File: src/rtl/frame_detect_scheduler_if.sv
// Requester-side bundle of the frame detect scheduler: requests, words, grant,
// completion pulse and match result.
interface frame_detect_scheduler_if;
    logic [3:0]  req;
    logic [15:0] data;
    logic [3:0]  gnt;
    logic [3:0]  ack;
    logic        result;

    modport master (output req, data, input gnt, ack, result);
    modport slave  (input req, data, output gnt, ack, result);
endinterface

File: src/rtl/frame_detect_scheduler.sv
// Round-robin sharing of one 4-bit-frame Mealy sequence detector among four
// requesters; each frame is serialised MSB-first after a detector resync.
module frame_detect_scheduler (
    input  logic                     clk,
    input  logic                     rst,
    frame_detect_scheduler_if.slave  bus,
    output logic                     busy,
    output logic [7:0]               match_cnt,
    input  logic                     cnt_clr,
    output logic                     det_in,
    output logic                     det_rst_n,
    input  logic                     det_dec
);

    typedef enum logic [2:0] {
        IDLE = 3'd0,
        SYNC = 3'd1,
        BIT3 = 3'd2,
        BIT2 = 3'd3,
        BIT1 = 3'd4,
        BIT0 = 3'd5,
        RESP = 3'd6
    } state_t;

    state_t      state_r;
    logic [1:0]  ptr_r;
    logic [3:0]  word_r;
    logic [3:0]  gnt_r;
    logic [3:0]  ack_r;
    logic        result_r;
    logic        busy_r;
    logic        det_in_r;
    logic        det_rst_n_r;
    logic [7:0]  match_cnt_r;
    logic [1:0]  win_s;
    logic [3:0]  win_onehot_s;

    // First set request scanning upward from the pointer, modulo 4.
    function automatic logic [1:0] rr_pick(input logic [3:0] req, input logic [1:0] ptr);
        logic [1:0] idx;
        logic [1:0] win;
        logic       found;
        win   = ptr;
        found = 1'b0;
        for (int i = 0; i < 4; i++) begin
            idx = ptr + i[1:0];
            if (!found && req[idx]) begin
                win   = idx;
                found = 1'b1;
            end
        end
        return win;
    endfunction

    // Winner selection for the current pointer.
    always_comb begin
        win_s        = rr_pick(bus.req, ptr_r);
        win_onehot_s = 4'b0001 << win_s;
    end

    // Frame FSM with registered outputs, plus the saturating match counter.
    always_ff @(posedge clk) begin
        if (rst) begin
            state_r     <= IDLE;
            ptr_r       <= 2'd0;
            word_r      <= 4'd0;
            gnt_r       <= 4'd0;
            ack_r       <= 4'd0;
            result_r    <= 1'b0;
            busy_r      <= 1'b0;
            det_in_r    <= 1'b0;
            det_rst_n_r <= 1'b1;
            match_cnt_r <= 8'd0;
        end else begin
            case (state_r)
                IDLE: begin
                    if (|bus.req) begin
                        state_r     <= SYNC;
                        ptr_r       <= win_s + 2'd1;
                        word_r      <= bus.data[{win_s, 2'b00} +: 4];
                        gnt_r       <= win_onehot_s;
                        busy_r      <= 1'b1;
                        det_rst_n_r <= 1'b0;
                    end else begin
                        state_r <= IDLE;
                    end
                end
                SYNC: begin
                    state_r     <= BIT3;
                    det_rst_n_r <= 1'b1;
                    det_in_r    <= word_r[3];
                end
                BIT3: begin
                    state_r  <= BIT2;
                    det_in_r <= word_r[2];
                end
                BIT2: begin
                    state_r  <= BIT1;
                    det_in_r <= word_r[1];
                end
                BIT1: begin
                    state_r  <= BIT0;
                    det_in_r <= word_r[0];
                end
                BIT0: begin
                    // Mealy output is valid while the last bit is presented.
                    state_r  <= RESP;
                    det_in_r <= 1'b0;
                    result_r <= det_dec;
                    ack_r    <= gnt_r;
                end
                RESP: begin
                    state_r  <= IDLE;
                    ack_r    <= 4'd0;
                    result_r <= 1'b0;
                    gnt_r    <= 4'd0;
                    busy_r   <= 1'b0;
                end
                default: begin
                    state_r     <= IDLE;
                    ack_r       <= 4'd0;
                    result_r    <= 1'b0;
                    gnt_r       <= 4'd0;
                    busy_r      <= 1'b0;
                    det_in_r    <= 1'b0;
                    det_rst_n_r <= 1'b1;
                end
            endcase

            if (cnt_clr) begin
                match_cnt_r <= 8'd0;
            end else if ((state_r == RESP) && result_r && (match_cnt_r != 8'hFF)) begin
                match_cnt_r <= match_cnt_r + 8'd1;
            end else begin
                match_cnt_r <= match_cnt_r;
            end
        end
    end

    assign bus.gnt    = gnt_r;
    assign bus.ack    = ack_r;
    assign bus.result = result_r;
    assign busy       = busy_r;
    assign match_cnt  = match_cnt_r;
    assign det_in     = det_in_r;
    assign det_rst_n  = det_rst_n_r & ~rst;

endmodule
File: src/flat_wrapper.sv
// flat-port wrapper written by rule: the top's interface ports become plain ports
module frame_detect_scheduler_flat 
  (clk, rst, busy, match_cnt, cnt_clr, det_in, det_rst_n, det_dec, bus_req, bus_data, bus_gnt, bus_ack, bus_result);
  frame_detect_scheduler_if bus_i ();
  input  logic clk;
  input  logic rst;
  output logic busy;
  output logic [7:0] match_cnt;
  input  logic cnt_clr;
  output logic det_in;
  output logic det_rst_n;
  input  logic det_dec;
  input wire logic [$bits(bus_i.req)-1:0] bus_req;
  input wire logic [$bits(bus_i.data)-1:0] bus_data;
  output wire logic [$bits(bus_i.gnt)-1:0] bus_gnt;
  output wire logic [$bits(bus_i.ack)-1:0] bus_ack;
  output wire logic [$bits(bus_i.result)-1:0] bus_result;
  assign bus_i.req = bus_req;
  assign bus_i.data = bus_data;
  assign bus_gnt = bus_i.gnt;
  assign bus_ack = bus_i.ack;
  assign bus_result = bus_i.result;
  frame_detect_scheduler u_core (.clk(clk), .rst(rst), .bus(bus_i), .busy(busy), .match_cnt(match_cnt), .cnt_clr(cnt_clr), .det_in(det_in), .det_rst_n(det_rst_n), .det_dec(det_dec));
endmodule
File: config.mk
export PLATFORM = sky130hd
export DESIGN_NAME = frame_detect_scheduler_flat
export DESIGN_NICKNAME = d
export VERILOG_FILES = /design/src/rtl/frame_detect_scheduler_if.sv /design/src/rtl/frame_detect_scheduler.sv /design/src/flat_wrapper.sv
export SDC_FILE = /design/constraint.sdc
export NUM_CORES = 1
export LEC_CHECK = 0
export CELL_PAD_IN_SITES_DETAIL_PLACEMENT = 1
export CELL_PAD_IN_SITES_GLOBAL_PLACEMENT = 1
export CORE_MARGIN = 1
export CORE_UTILIZATION = 29
export CTS_CLUSTER_DIAMETER = 40
export DETAILED_ROUTE_END_ITERATION = 8
export GPL_TIMING_DRIVEN = 1
export PLACE_DENSITY = 0.8
export SETUP_SLACK_MARGIN = 0.4
export SLEW_MARGIN = 10
export SYNTH_ARGS = -nofsm -noshare
export SYNTH_HDL_FRONTEND = slang
export SYNTH_SLANG_ARGS = --single-unit
export TNS_END_PERCENT = 10
File: constraint.sdc
create_clock -name clk -period 1.82 [get_ports clk]
set_input_delay 0.273 -clock clk [delete_from_list [all_inputs] [get_ports clk]]
set_output_delay 0.273 -clock clk [all_outputs]
set_load 0.02 [all_outputs]
==> results.md, run 1 <==
- Status: completed
- Bufs and invs on worst path: 1
- Initial antenna violation count: 0
- GRT Overall Usage: 16.8%
- Clock transition at the registers of the reported paths: 60 ps
- Share of cells above drive strength 1: 23.9%
- Worst relative slew slack: 62.7%
- WL final: 4.49 mm
- Final worst slack: 226 ps
- Leakage Power: 0.000814 µW
- CTS Hold Bufs: 0
- First-pass GRT wire length: 7.20 mm
- Hold Crit Start: u_core.busy
- Post-Place Cells: 296
- Syn_area_per_cell: 8.59 µm²
- Die height: 75.4 µm
- Multi-input logic area: 988 µm²
- Post-synthesis mux area share: 1.36%
- Worst min-delay path category: register to register
- Gr ovfl total: 0
- Total number of vias: 1588
- Detailed placer's ending HPWL: 3.05 mm
- Synth Net Count: 207
- FFs w/ async S/R, synth: 0%
- WHS: 462 ps
- Worst reg2reg endpoint: u_core.match_cnt[5]
- Worst r2r path cells: 5
- WP data required: 1550 ps
- Initial cell density of the core: 30.4%
- PwrDens: 775 mW/mm²
- Most numerous cell in the Yosys netlist: dfxtp_1
- Main area contributors after synthesis: dfxtp_1 37%, nor2_1 5.0%, a21oi_1 3.8%
- Most frequent cells after synthesis: 29 x dfxtp_1, 21 x nor2_1, 12 x a21oi_1, 12 x nand2_1, 7 x nand3_1
- WL/cell: 14.6 µm
- Number of max-cap violations: 0
- Full die area: 0.00569 mm²
- Die W: 75.4 µm
- Synthesized cell area: 0.00156 mm²
- Pre-antenna DRT Iters: 4
- Top FF cell, synth: dfxtp_1
- Diodes inserted: 0
- Actual slew at the worst max-slew pin: 553 ps
- Via/cell ratio: 5.16
- Dpl cell area: 0.00212 mm²
- # IOs: 44
- Adder-cell area share of the yosys netlist: 0.800%
- Htree depth: 2
- Pre-CTS setup slack: -293 ps
- CP arrival: 1320 ps
- Largest stage delay on the critical path: 640 ps
- Total negative setup slack: 0 ps
- Critical setup path kind: register to output pin
- Clk Latency, worst-skew pair: 280 ps
- CTS tree: built
- Reg2Reg Setup Slack: 290 ps
- Core Box Area: 0.00514 mm²
- Critical Path Sink Type: output pin
- Synth Instances: 182
- CTS Buffer Depth: 2
- Initial detailed-routing violation count: 38
- Finished Layout Cells: 308
- Net count, final: 262
- Register area: 594 µm²
- Critical-path cell list: clkdlybuf4s50_1
- CP max-delay cell: clkdlybuf4s50_1
- Max Slew Vio Count: 0
- Post-synth top area share: 37.1%
- Yosys warning total: 0
- # rows: 26
- Setup crit start kind: register
- Hold Path Depth: 2
- Vias in the first global route: 1551
- Largest delay share family, worst path: buffers and inverters
- Final Skew: 6.51 ps
- Hold path endpoint: u_core.busy
- Final hold viol count: 0
- Fmax: 627 MHz
- RSZ-0062 raised after global routing: yes
- Post-synthesis register bit count: 29
- Post-DRT Antenna Nets: 0
- Critical Path Fanout Max: 5
- EDFF count, synth: 0
- Distinct cells, synth: 50
- Final Cell Area: 0.00232 mm²
- Largest net degree at the start of global routing: 23
- # fillers: 644
- Clock sinks: 29
- CTS Root Cell: clkbuf_8
- Maximum vdd drop: 0.000364 V
- Compound-Gate Fraction of Synth Area: 26.1%
- Minimum clock period: 1590 ps
- Synth area leader: dfxtp_1
- Drt drc: 0
- Synth-to-layout area growth: 48.2%
- Largest family of logic cells by synthesized area: simple AND/OR/NAND/NOR gates
- Post-Synth Simple-Gate Area: 26.5%
- Routability cong.: 0.820
- CTS buffer count: 5
- Register area share after synthesis: 37.1%
- Post-Synth XOR/XNOR Area: 3.36%
- Tcrit/Tclk final: 87.6%
- R2r startpoint: u_core.state_r[0]
- # port buffers: 43
- Final setup violation count: 0
## registers in the layout (all words and copies together) (netlist names)
| signal | count |
|---|---|
| u_core.match_cnt | 8 |
| u_core.ptr_r | 2 |
| u_core.det_in | 1 |
| u_core.word_r | 4 |
| u_core.det_rst_n_r | 1 |
| u_core.bus.result | 1 |
| u_core.busy | 1 |
| u_core.state_r | 3 |
| u_core.bus.ack | 4 |
| u_core.bus.gnt | 4 |
## area by class of cell
| type | instances | area share [%] |
|---|---|---|
| clock inverter | 1 | 0.216 |
| tap | 70 | 3.78 |
| sequential | 29 | 25.6 |
| timing repair buffer | 58 | 23.1 |
| clock buffer | 7 | 4.16 |
| inverter | 3 | 0.486 |
| multi-input combinational | 140 | 42.7 |
## worst reg2reg max path: stages, from the launching register on
cell	delay, ps
dfxtp_4	360
nand4b_1	330
a311oi_4	370
nand4_1	150
xor2_1	150
nor2_1	50
## timing repair
action,in CTS,in global routing
setup endpoints to repair,39,43
gates resized for setup,16,22
pin swaps,5,6
cloned,1,1
buffers inserted,1,1
## power breakdown
part	total (µW)	switching, µW	internal, µW
logic	483	247	236
clock network	580	239	341
registers	733	48.3	685
total	1800	535	1260
## cell families after synthesis
kind of cell | Yosys count
multiplexers | 2
XOR/XNOR | 6
adder cells (fa/ha/maj) | 1
flip-flops | 29
buffers and inverters | 15
AO/OA/AOI/OAI | 53
AND/OR/NAND/NOR | 76
## metal layers
metal | GRT usage [%] | wire, µm | vias up
li1 | - | - | 785
met1 | 20.9 | 1980 | 752
met2 | 28.2 | 2260 | 40
met3 | 3.57 | 147 | 11
met4 | 7.00 | 97 | 0
met5 | 0 | 0 | -
## cell usage in the layout, fill, tap and decap left out, types with 3 or more instances in the layout
| cell type | instances |
|---|---|
| clkdlybuf4s50_1 | 36 |
| dfxtp_1 | 24 |
| nor2_1 | 20 |
| buf_4 | 15 |
| a21oi_1 | 12 |
| nand2_1 | 12 |
| nand3_1 | 7 |
| clkbuf_8 | 7 |
| o21ai_1 | 6 |
| nand2b_1 | 5 |
| nor4b_1 | 5 |
| a22oi_1 | 5 |
| nor2b_1 | 4 |
| nor3_1 | 4 |
| a211oi_2 | 4 |
| o31a_1 | 4 |
| o21ai_0 | 4 |
| a221oi_2 | 4 |
| xor2_1 | 4 |
| inv_1 | 3 |
| dfxtp_4 | 3 |
## through the flow
step | total power [µW] | utilization [%]
floorplan | 1010 | -
global placement | 1180 | 41.2
global route | 1890 | 45.1
finish | 1800 | 45.1
CTS | 1790 | 43.8
detailed placement | 1190 | 41.2
## worst max-delay path by stage
stage / startpoint / to / slack [ps] / cells past startpoint
final: u_core.match_cnt[3] / match_cnt[3] / 230 / 1
after global routing: u_core.match_cnt[3] / match_cnt[3] / 190 / 1
after CTS: u_core.state_r[2] / u_core.match_cnt[4] / 200 / 4
after detailed placement: bus_req[0] / u_core.word_r[2] / -290 / 6
after global placement: bus_req[0] / u_core.word_r[2] / -240 / 6
after floorplan: bus_req[0] / u_core.word_r[1] / 290 / 7
(Power assumes the default switching activity.)
==> inputs of run 2 (changes only) <==
CTS_CLUSTER_SIZE = 28   (was not set)
==> results of run 2 <==
The final DEF is identical to that of run 1; final timing and power are the same.
==> inputs of run 3 (changes only) <==
--- a/config.mk
+++ b/config.mk
@@ -7,2 +7,3 @@
 export LEC_CHECK = 0
+export ABC_AREA = 1
 export CELL_PAD_IN_SITES_DETAIL_PLACEMENT = 1
@@ -15,3 +16,3 @@
 export GPL_TIMING_DRIVEN = 1
-export PLACE_DENSITY = 0.8
+export PLACE_DENSITY = 0.83
 export SETUP_SLACK_MARGIN = 0.4
--- a/constraint.sdc
+++ b/constraint.sdc
@@ -3,2 +3,2 @@
 set_output_delay 0.273 -clock clk [all_outputs]
-set_load 0.02 [all_outputs]
+set_load 0.005 [all_outputs]
==> results.md, run 3 <==
- Status: completed
- Initial cell density of the core: 30.9% (+0.44 points)
- M1 GR Usage: 23.1% (+2.2 points)
- CTS buffer count: 5 (unchanged)
- Diodes inserted: 0 (unchanged)
- Vias in the first global route: 2059 (+33%)
- Critical Path Fanout Max: 9 (+4)
- Most common cell after layout, fill and taps aside: nand2_1
- CTS Buffer Depth: 2 (unchanged)
- Clock transition at the registers of the reported paths: 70 ps (about the same)
- Total number of vias: 2087 (+31%)
- Post-DRT Antenna Nets: 0 (unchanged)
- Main area contributors after synthesis: dfxtp_1 33%, nand2_1 21%, nand3_1 11%
- Commonest non-fill, non-tap cells in the layout: 84 x nand2_1, 29 x nand3_1, 23 x nand2_2, 22 x inv_1, 22 x a21oi_1
- Post-Synth XOR/XNOR Area: 0.500% (-2.9 points)
- # port buffers: 43 (unchanged)
- Pre-antenna DRT Iters: 4 (unchanged)
- GRT met3 Usage: 3.09% (-0.49 points)
- Max reg flops: 8 (unchanged)
- Clk Latency, worst-skew pair: 290 ps (about the same)
- R2r startpoint: u_core.ptr_r[0]
- Worst min-delay path category: register to register
- # fillers: 714 (+11%)
- Post-Place Cells: 403 (+36%)
- GRT Overall Usage: 18.6% (+1.8 points)
- Hold path endpoint: u_core.bus.ack[1]
- # rows: 27 (+3.8%)
- Detailed placer's ending HPWL: 3.97 mm (+30%)
- Via/cell ratio: 4.98 (-3.4%)
- Leakage Power: 0.00156 µW (+91%)
- WL final: 5.91 mm (+31%)
- Minimum clock period: 1730 ps (+139 ps)
- GRT met2 Usage: 32.6% (+4.5 points)
- Post-Synth Simple-Gate Area: 46.0% (+20 points)
- Maximum vdd drop: 0.000591 V (+62%)
- RSZ-0062 raised after global routing: yes
- Net count, final: 371 (+42%)
- Worst reg2reg endpoint: u_core.word_r[2]
- Largest family of logic cells by synthesized area: simple AND/OR/NAND/NOR gates
- Synth area leader: dfxtp_1
- Synth-to-layout area growth: 59.5%
- Number of max-cap violations: 0 (unchanged)
- Final setup violation count: 0 (unchanged)
- Post-synthesis mux area share: 0% (-1.4 points)
- CTS tree: built
- Full die area: 0.00636 mm² (+12%)
- Post-synthesis register bit count: 29 (unchanged)
- Share of cells above drive strength 1: 30.5% (+6.6 points)
- Top FF cell, synth: dfxtp_1
- Distinct cells, synth: 26 (-48%)
- Adder-cell area share of the yosys netlist: 0.714% (-0.086 points)
- Htree depth: 2 (unchanged)
- Critical Path Sink Type: register
- Reg2Reg Setup Slack: 90 ps (-200 ps)
- Multi-input logic area: 0.00122 mm² (+23%)
- Critical setup path kind: register to register
- Syn_area_per_cell: 6.21 µm² (-28%)
- Routability cong.: 0.797 (-2.8%)
- Die W: 79.7 µm (+5.7%)
- Gr ovfl total: 0 (unchanged)
- Fmax: 577 MHz (-8.0%)
- Most numerous cell in the Yosys netlist: nand2_1
- # IOs: 44 (unchanged)
- CTS Root Cell: clkbuf_8
- Final Skew: 7.09 ps (+0.579 ps)
- WP data required: 2010 ps (+460 ps)
- Finished Layout Cells: 419 (+36%)
- Register area share after synthesis: 33.1% (-4.0 points)
- WL/cell: 14.1 µm (-3.4%)
- Compound-Gate Fraction of Synth Area: 11.3% (-15 points)
- Setup crit start kind: register
- Final hold viol count: 0 (unchanged)
- Actual slew at the worst max-slew pin: 347 ps (-206 ps)
- Hold Crit Start: u_core.bus.ack[1]
- Hold Path Depth: 2 (unchanged)
- Max Slew Vio Count: 0 (unchanged)
- Synth Instances: 282 (+55%)
- Initial detailed-routing violation count: 69 (+82%)
- Synth Net Count: 307 (+48%)
- Most frequent cells after synthesis: 100 x nand2_1, 37 x nand3_1, 29 x dfxtp_1, 27 x inv_1, 24 x a21oi_1
- PwrDens: 1380 mW/mm² (+78%)
- EDFF count, synth: 0 (unchanged)
- Register area: 621 µm² (+4.4%)
- Core Box Area: 0.00568 mm² (+10%)
- Worst r2r path cells: 16 (+11)
- Initial antenna violation count: 0 (unchanged)
- Largest net degree at the start of global routing: 22 (-4.3%)
- Core Util, Final: 49.2% (+4.1 points)
- Post-synth top area share: 33.1% (-4.0 points)
- Die height: 79.7 µm (+5.7%)
- First-pass GRT wire length: 9.31 mm (+29%)
- Synthesized cell area: 0.00175 mm² (+12%)
- Yosys warning total: 0 (unchanged)
- Most Used Layer, Global Route: met2
- Worst relative slew slack: 76.8% (+14 points)
- Tcrit/Tclk final: 95.2% (+7.7 points)
- CP arrival: 1920 ps (+600 ps)
- FFs w/ async S/R, synth: 0% (unchanged)
- Drt drc: 0 (unchanged)
- Clock sinks: 29 (unchanged)
==> run 3: cell types whose count changed after synthesis, sizes merged, moves of 6 or more <==
cell / delta
nor4b: -6
nor2b: -6
a221oi: -6
nand3: +30
a21oi: +12
o21ai: -6
inv: +29
nand2: +102
==> run 3: critical path, stage by stage (launching register included) <==
cell     delay [ps]
dfxtp_4         370
inv_6           100
nand2_1          80
nand2_2         110
nand2_1          70
nand2_2         110
nand2_2          80
nand2_2          80
nand2_4          80
nand2_8         110
nand2_8          70
nand2_1          70
nand2_1          50
nand2_1          70
nand3_2          60
nand2_1          70
inv_1            50
==> run 3: final cells by class <==
type                            instances  share of cell area [%]
Clock buffer                            6                    2.96
Clock inverter                          2                    1.34
Inverter                               32                    4.66
Multi-Input combinational cell        218                    43.5
Sequential cell                        29                    22.2
Tap cell                               72                    3.22
Timing Repair Buffer                   60                    22.1
==> run 3: timing repair <==
action / 4_1_cts / 5_1_grt
buffers inserted: 6 / 1
setup endpoints to repair: 35 / 45
cloned: 1 / 0
pin swaps: 9 / 19
resized for setup: 25 / 76
hold buffers: 0 / 0
==> run 3: how the worst max path moves through the flow <==
stage / from / end / slack (ps) / cells after the start
after global routing: u_core.ptr_r[0] / u_core.word_r[2] / -60 / 16
after detailed placement: bus_req[0] / u_core.ptr_r[1] / -250 / 13
final: u_core.ptr_r[0] / u_core.word_r[2] / 90 / 16
after global placement: bus_req[0] / u_core.word_r[3] / -170 / 16
after CTS: u_core.ptr_r[0] / u_core.word_r[0] / 120 / 15
after floorplan: u_core.ptr_r[0] / u_core.ptr_r[1] / 280 / 14
==> run 3: metrics by stage <==
step	setup TNS, ps	hold slack [ps]	cell area (µm²)	worst slack (ps)	power (µW)
6_report	0	467	2790	86.5	3850
5_1_grt	-194	490	2790	-63.0	4170
4_1_cts	0	476	2600	120	3790
3_5_place_dp	-2000	460	2340	-250	2780
3_3_place_gp	-1310	456	2340	-173	2720
2_1_floorplan	0	372	1770	284	2190
==> run 3: cells by family after synthesis <==
| group | after synthesis |
|---|---|
| flip-flops | 29 |
| adder cells (fa/ha/maj) | 1 |
| XOR/XNOR | 1 |
| AO/OA/AOI/OAI | 36 |
| buffers and inverters | 36 |
| AND/OR/NAND/NOR | 179 |
==> run 3: layer usage <==
metal | share of wire [%] | vias to the layer above
li1 | - | 1040
met1 | 42 | 999
met2 | 53 | 36
met3 | 3.1 | 12
met4 | 1.8 | 0
met5 | 0 | -
==> run 3: where the power goes <==
part           internal [µW]  leakage [µW]  switching, µW
registers                776      0.000247            103
logic                    873       0.00125           1390
clock network            445     0.0000574            264
